$ cat src/rtl/mem_arb_pkg.sv
// Shared definitions for the two-requester memory arbiter.
//   DEFAULT_N : default data/address width (memory depth is 2**DEFAULT_N)
//   state_e   : arbiter controller states
package mem_arb_pkg;

    localparam int unsigned DEFAULT_N = 8;

    typedef enum logic [1:0] {
        INIT   = 2'd0,
        IDLE   = 2'd1,
        ACCESS = 2'd2,
        RESP   = 2'd3
    } state_e;

endpackage

$ cat src/rtl/mem_arb_rr.sv
// Two-way round-robin winner selection (purely combinational).
//   req0, req1  : pending requests
//   last_served : 0 = requester 0 was served last, 1 = requester 1
//   pick0/pick1 : one-hot winner, both low when nobody requests
module mem_arb_rr (
    input  logic req0,
    input  logic req1,
    input  logic last_served,
    output logic pick0,
    output logic pick1
);

    // On a tie the requester that was not served last wins.
    assign pick0 = req0 & (~req1 | last_served);
    assign pick1 = req1 & (~req0 | ~last_served);

endmodule

$ cat src/rtl/memory_arbiter.sv
// Arbitrates two requesters onto one shared single-port memory and clears the
// whole memory after every reset.
//   clk, rst                   : clock, asynchronous active-low reset
//   req*/we*/addr*/wdata*      : per-requester request, held until its gnt
//   gnt*                       : one-cycle pulse when the request is sampled
//   done*, rdata*              : completion pulse and read data (held afterwards)
//   busy                       : high during the post-reset clear sweep
//   mem_we/mem_addr/mem_wdata  : memory command, mem_rdata : memory read data
//
// state  | meaning
// INIT   | clear sweep, one word per cycle, requests ignored
// IDLE   | waiting for a request; grants the round-robin winner
// ACCESS | latched command presented to the memory for one cycle
// RESP   | memory read back, winner's done pulses, last_served updated
module memory_arbiter #(
    parameter int unsigned N = mem_arb_pkg::DEFAULT_N
) (
    input  logic         clk,
    input  logic         rst,
    input  logic         req0,
    input  logic         req1,
    input  logic         we0,
    input  logic         we1,
    input  logic [N-1:0] addr0,
    input  logic [N-1:0] addr1,
    input  logic [N-1:0] wdata0,
    input  logic [N-1:0] wdata1,
    output logic         gnt0,
    output logic         gnt1,
    output logic         done0,
    output logic         done1,
    output logic [N-1:0] rdata0,
    output logic [N-1:0] rdata1,
    output logic         busy,
    output logic         mem_we,
    output logic [N-1:0] mem_addr,
    output logic [N-1:0] mem_wdata,
    input  logic [N-1:0] mem_rdata
);

    import mem_arb_pkg::*;

    state_e       state_q, state_d;
    logic [N-1:0] cnt_q, cnt_d;
    logic         last_q, last_d;
    logic         win_q, win_d;
    logic         we_q, we_d;
    logic [N-1:0] addr_q, addr_d;
    logic [N-1:0] wdata_q, wdata_d;
    logic [N-1:0] rdata0_q, rdata0_d;
    logic [N-1:0] rdata1_q, rdata1_d;
    logic         pick0, pick1;

    mem_arb_rr u_rr (
        .req0        (req0),
        .req1        (req1),
        .last_served (last_q),
        .pick0       (pick0),
        .pick1       (pick1)
    );

    always_ff @(posedge clk or negedge rst) begin
        if (!rst) begin
            state_q  <= INIT;
            cnt_q    <= '0;
            last_q   <= 1'b1;
            win_q    <= 1'b0;
            we_q     <= 1'b0;
            addr_q   <= '0;
            wdata_q  <= '0;
            rdata0_q <= '0;
            rdata1_q <= '0;
        end else begin
            state_q  <= state_d;
            cnt_q    <= cnt_d;
            last_q   <= last_d;
            win_q    <= win_d;
            we_q     <= we_d;
            addr_q   <= addr_d;
            wdata_q  <= wdata_d;
            rdata0_q <= rdata0_d;
            rdata1_q <= rdata1_d;
        end
    end

    always_comb begin
        state_d  = state_q;
        cnt_d    = cnt_q;
        last_d   = last_q;
        win_d    = win_q;
        we_d     = we_q;
        addr_d   = addr_q;
        wdata_d  = wdata_q;
        rdata0_d = rdata0_q;
        rdata1_d = rdata1_q;
        gnt0     = 1'b0;
        gnt1     = 1'b0;
        done0    = 1'b0;
        done1    = 1'b0;

        case (state_q)
            INIT: begin
                // Counter parks on the last address; it restarts only via reset.
                if (cnt_q == '1) begin
                    state_d = IDLE;
                end else begin
                    cnt_d = cnt_q + N'(1);
                end
            end
            IDLE: begin
                if (pick0 | pick1) begin
                    gnt0    = pick0;
                    gnt1    = pick1;
                    win_d   = pick1;
                    we_d    = pick1 ? we1    : we0;
                    addr_d  = pick1 ? addr1  : addr0;
                    wdata_d = pick1 ? wdata1 : wdata0;
                    state_d = ACCESS;
                end
            end
            ACCESS: begin
                state_d = RESP;
            end
            RESP: begin
                done0  = ~win_q;
                done1  = win_q;
                last_d = win_q;
                if (win_q) begin
                    rdata1_d = mem_rdata;
                end else begin
                    rdata0_d = mem_rdata;
                end
                state_d = IDLE;
            end
            default: begin
                state_d = INIT;
            end
        endcase
    end

    // INIT would otherwise write during reset; gating with rst keeps the
    // memory quiet while reset is held.
    assign mem_we    = rst & ((state_q == INIT) | ((state_q == ACCESS) & we_q));
    assign mem_addr  = (state_q == INIT) ? cnt_q : addr_q;
    assign mem_wdata = (state_q == ACCESS) ? wdata_q : '0;
    assign busy      = (state_q == INIT);

    // The word being captured in RESP is forwarded so rdata is valid in the
    // same cycle as done; the register holds it from then on.
    assign rdata0 = done0 ? mem_rdata : rdata0_q;
    assign rdata1 = done1 ? mem_rdata : rdata1_q;

endmodule

$ cat config.mk
export PLATFORM = sky130hd
export DESIGN_NAME = memory_arbiter
export DESIGN_NICKNAME = d
export VERILOG_FILES = /design/src/rtl/mem_arb_pkg.sv /design/src/rtl/mem_arb_rr.sv /design/src/rtl/memory_arbiter.sv
export SDC_FILE = /design/constraint.sdc
export NUM_CORES = 1
export LEC_CHECK = 0
export ABC_CLOCK_PERIOD_IN_PS = 1600
export BUFFER_PORTS_ARGS = -buffer_cell sky130_fd_sc_hd__buf_2
export CAP_MARGIN = 10
export CORE_AREA = 2 2 90 58
export DETAILED_ROUTE_END_ITERATION = 6
export DIE_AREA = 0 0 92 60
export HOLD_SLACK_MARGIN = 0.08
export PLACE_DENSITY = 0.78
export SYNTH_ARGS = -nofsm -noshare
export SYNTH_HDL_FRONTEND = slang
export SYNTH_SLANG_ARGS = --single-unit
$ cat constraint.sdc
create_clock -name clk -period 1.6 [get_ports clk]
set_input_delay 0.08 -clock clk [delete_from_list [all_inputs] [get_ports clk]]
set_output_delay 0.08 -clock clk [all_outputs]
set_load 0.01 [all_outputs]
==> results.yml <==
sta:
  setup_viol: 27
  worst_pin_slew_ps: 552.1
  fin_crit_sh: 1.099
  slew_headroom: 0.6320
  fmax_mhz: 568.7
  final_max_slew_viol_count: 0
  report.final.hold_viol_count: 0
  finalClockSkew_ps: 8.758
  unrepaired_setup_endpoints_after_global_routing: "yes"
  minimum_clock_period_after_layout_ps: 1758
  final_critical_path_setup_slack_ps: -158.5
synthesis:
  synth_async_sr_flop_share: 1.000
  synth-seq-cells: 45
  netlist_area_mm2: 0.002168
  ys_seq_area_frac: 0.5199
  yosysUniqueCellTypes: 31
  synthesis.yosys.warnings: 0
  postSynth.topFlopCell: "sky130_fd_sc_hd__dfrtp_1"
  syn_nets: 238
  postSynthCellCount: 186
  synthesis.area_per_instance_um2: 11.66
  synth_enable_flop_cells: 0
detailed_routing:
  vias: 1969
  routed_wl_um: 7010
  drc: 0
  drt_pre_antenna_iters: 4
  drt.antenna.violating_nets: 0
  first_iter_violations: 113
  routedWlPerCell_um: 17.97
  avgViaCountPerCell: 5.049
power_and_ir_drop:
  cellLeakagePower_nw: 1.760
  power_density_mw_per_mm2: 1937
  total_switching_power_mw: 2.482
  vdd_drop_max_uv: 905.7
  power.share.switching: 0.3648
  pwr-share-comb: 0.563
  power.clock.fraction: 0.133
  internal_power_summed_over_all_cells_mw: 4.322
  power.share.sequential: 0.303
  total_power_mw: 6.804
critical_path:
  kind_of_end_point_of_the_critical_path: "output port"
  timing.reg2reg.worst_path_depth: 7
  cp_max_fo: 6
  critical_path_class: "reg2out"
  critical_path.top_delay_family: "buffers and inverters"
  r2r-start: "state_q[1]"
  cp_data_required_time_ps: 1520
  worstSetupPathDepth: 7
  timing.critical_path.cells: "inv_4, ha_4, buf_8, buf_6, a21oi_2, nor2b_1, buf_2"
  start_kind: "flip-flop"
  r2r-end: "state_q[1]"
  critical_path_arrival_ps: 1680
  worst-r2r-setup-slack_ps: -10
  critical_path.max_stage_delay_ps: 470
  critical_path.slowest_cell: "sky130_fd_sc_hd__dfrtp_2"
  cp_num_buf_inv: 4
placed_design:
  placed_cells: 340
  io_buffers: 83
  place_hpwl_um: 3665
  gp_congestion: 0.8690
clock_tree:
  clock-root-buffer: "sky130_fd_sc_hd__clkbuf_8"
  tritoncts_clock_tree: "yes"
  clk_path_buf_depth: 2
  numCtsBuffers: 5
  clock_latency_ps: 310
  h-tree-depth: 2
  numClockSinks: 45
  clk_pin_slew_ps: 90
finish:
  drive_above_1_share: 0.5000
  fillCellCount: 299
  total_number_of_nets_in_the_final_design: 375
  fin_cells: 390
  flow.area_growth_from_synthesis_pct: 61.97
  diode_insertion_count_for_antenna_repair: 0
grt:
  first_global_vias: 1936
  grt_first_pass_wirelength_um: 9549
  grt_overflow: 0
  initial_antenna_violation_count: 0
  pin_count_of_the_biggest_net_entering_global_routing: 46
  all_layer_global_routing_usage: 0.2331
die:
  core_area_mm2: 0.004755
  num_io_pins: 84
  row_count: 20
  die_h_um: 60
  floorplan.die_area_mm2: 0.005520
  start_util: 0.4561
  die_w_um: 92
run:
  max-cap-violations: 0
min_path:
  timing.hold.worst.start: "wdata0[1]"
  whs_endpoint: "wdata_q[1]"
  hold_path_class: "in2reg"
  hold_path_depth: 3
status:
  violated_checks: "setup timing"
  status: "finished, violations left"
-- layout by cell type (no fill, tap or decap), drive strengths merged --
master / netlist / layout
nor2b: 1 / 1
dfrtp: 44 / 44
mux2: 26 / 26
clkbuf: 3 / 8
dfstp: 1 / 1
buf: 3 / 107
o211ai: 1 / 1
xnor2: 3 / 3
ha: 6 / 6
a31oi: 2 / 2
nand2: 23 / 23
o21a: 1 / 1
inv: 6 / 6
o21bai: 1 / 1
nand3: 3 / 3
bufinv: 0 / 1
dlygate4sd3: 0 / 28
a21boi: 1 / 1
nand4: 3 / 3
and4: 1 / 1
mux2i: 18 / 18
o21ai: 20 / 20
and2: 9 / 9
nor2: 2 / 2
a21oi: 6 / 6
and3: 2 / 2
-- routing by layer --
layer,up-vias,GRT usage,part of all wire
li1,927,-,-
met1,928,0.2893,0.41
met2,92,0.4149,0.50
met3,22,0.04666,0.065
met4,0,0.08529,0.029
met5,-,0,0
-- power by group through the flow --
stage | sequential (mW) | combinational, mW | clock (mW)
2_1_floorplan | 1.90 | 1.63 | 0
3_3_place_gp | 1.95 | 2.52 | 0
3_5_place_dp | 1.99 | 2.58 | 0
4_1_cts | 2.00 | 3.22 | 0.905
5_1_grt | 2.11 | 4.09 | 0.955
6_report | 2.06 | 3.83 | 0.907
-- per-stage QoR --
stage | setup slack, ps | setup TNS, ps | area (um2) | util | hold slack, ps
after floorplan | 161.7 | 0 | 2168 | - | -215.6
after global placement | 100.3 | 0 | 2739 | 0.5761 | 251.7
after detailed placement | 16.17 | 0 | 2739 | 0.5761 | 245.1
after CTS | -123.4 | -2170 | 3336 | 0.7016 | 80.21
after global routing | -185.8 | -4105 | 3512 | 0.7387 | 97.17
final | -158.5 | -2922 | 3512 | 0.7387 | 77.83
-- worst max-delay path by stage --
stage          startpoint     endpoint  slack, ps
6_report       state_q[1]       mem_we       -160
5_1_grt        state_q[1]    rdata1[4]       -190
4_1_cts        state_q[1]    rdata0[0]       -120
3_5_place_dp   state_q[1]  mem_addr[7]         20
3_3_place_gp   state_q[0]  mem_addr[5]        100
2_1_floorplan  state_q[0]  mem_addr[0]        160
-- kinds of logic (layout without fill, tap and decap cells) --
group           count (synthesis)  in the layout  share of synthesized area
compound gates                 32             32                    0.08310
xor+xnor                        3              3                    0.01212
fa+ha+maj                       6              6                    0.03462
buf+inv                        12            150                    0.02827
flops                          45             45                     0.5199
mux                            44             44                     0.2198
simple gates                   44             44                     0.1021
-- worst reg2reg max path, stage by stage, from the launching register on --
cell	delay, ps
sky130_fd_sc_hd__dfrtp_2	450
sky130_fd_sc_hd__inv_4	70
sky130_fd_sc_hd__ha_4	190
sky130_fd_sc_hd__buf_4	140
sky130_fd_sc_hd__buf_4	140
sky130_fd_sc_hd__o21ai_2	100
sky130_fd_sc_hd__nand2_2	110
sky130_fd_sc_hd__mux2_4	310
-- cells in the mapped netlist, drive strengths merged (2+ instances only) --
cell,n,area [um2]
nand2,23,88.84
dfrtp,44,1101
xnor2,3,26.28
and3,2,13.77
mux2,26,296.5
o21ai,20,103.9
nor2,2,7.510
and2,9,56.30
inv,6,22.52
a31oi,2,12.51
ha,6,75.07
nand4,3,25.02
mux2i,18,180.2
buf,3,27.52
a21oi,6,30.03
clkbuf,3,11.26
nand3,3,15.01
-- registers in the layout, indices dropped and copies added, names as in the netlist --
register and cells:
wdata_q 8, state_q 2, rdata0_q 8, last_q 1
rdata1_q 8, win_q 1, cnt_q 8, addr_q 8
we_q 1
-- area by class of cell --
cell class	instances	area (um2)	share of cell area
flip-flops and latches	45	1130	0.3217
multi-input cells	129	1124	0.3199
repair buffers	136	1032	0.2939
clock buffers	7	86.33	0.02458
well taps	66	82.58	0.02351
clock inverters	1	30.03	0.008550
inverters	6	27.53	0.007838
-- what timing repair did --
action	in CTS	in global routing
endpoints found under the setup margin	26	36
buffers inserted	7	7
endpoints found under the hold margin	70	1
gates cloned	0	1
hold buffers	27	1
pin swaps	2	4
gates resized for setup	39	21
Note: power is estimated with default switching activity, not from simulation.
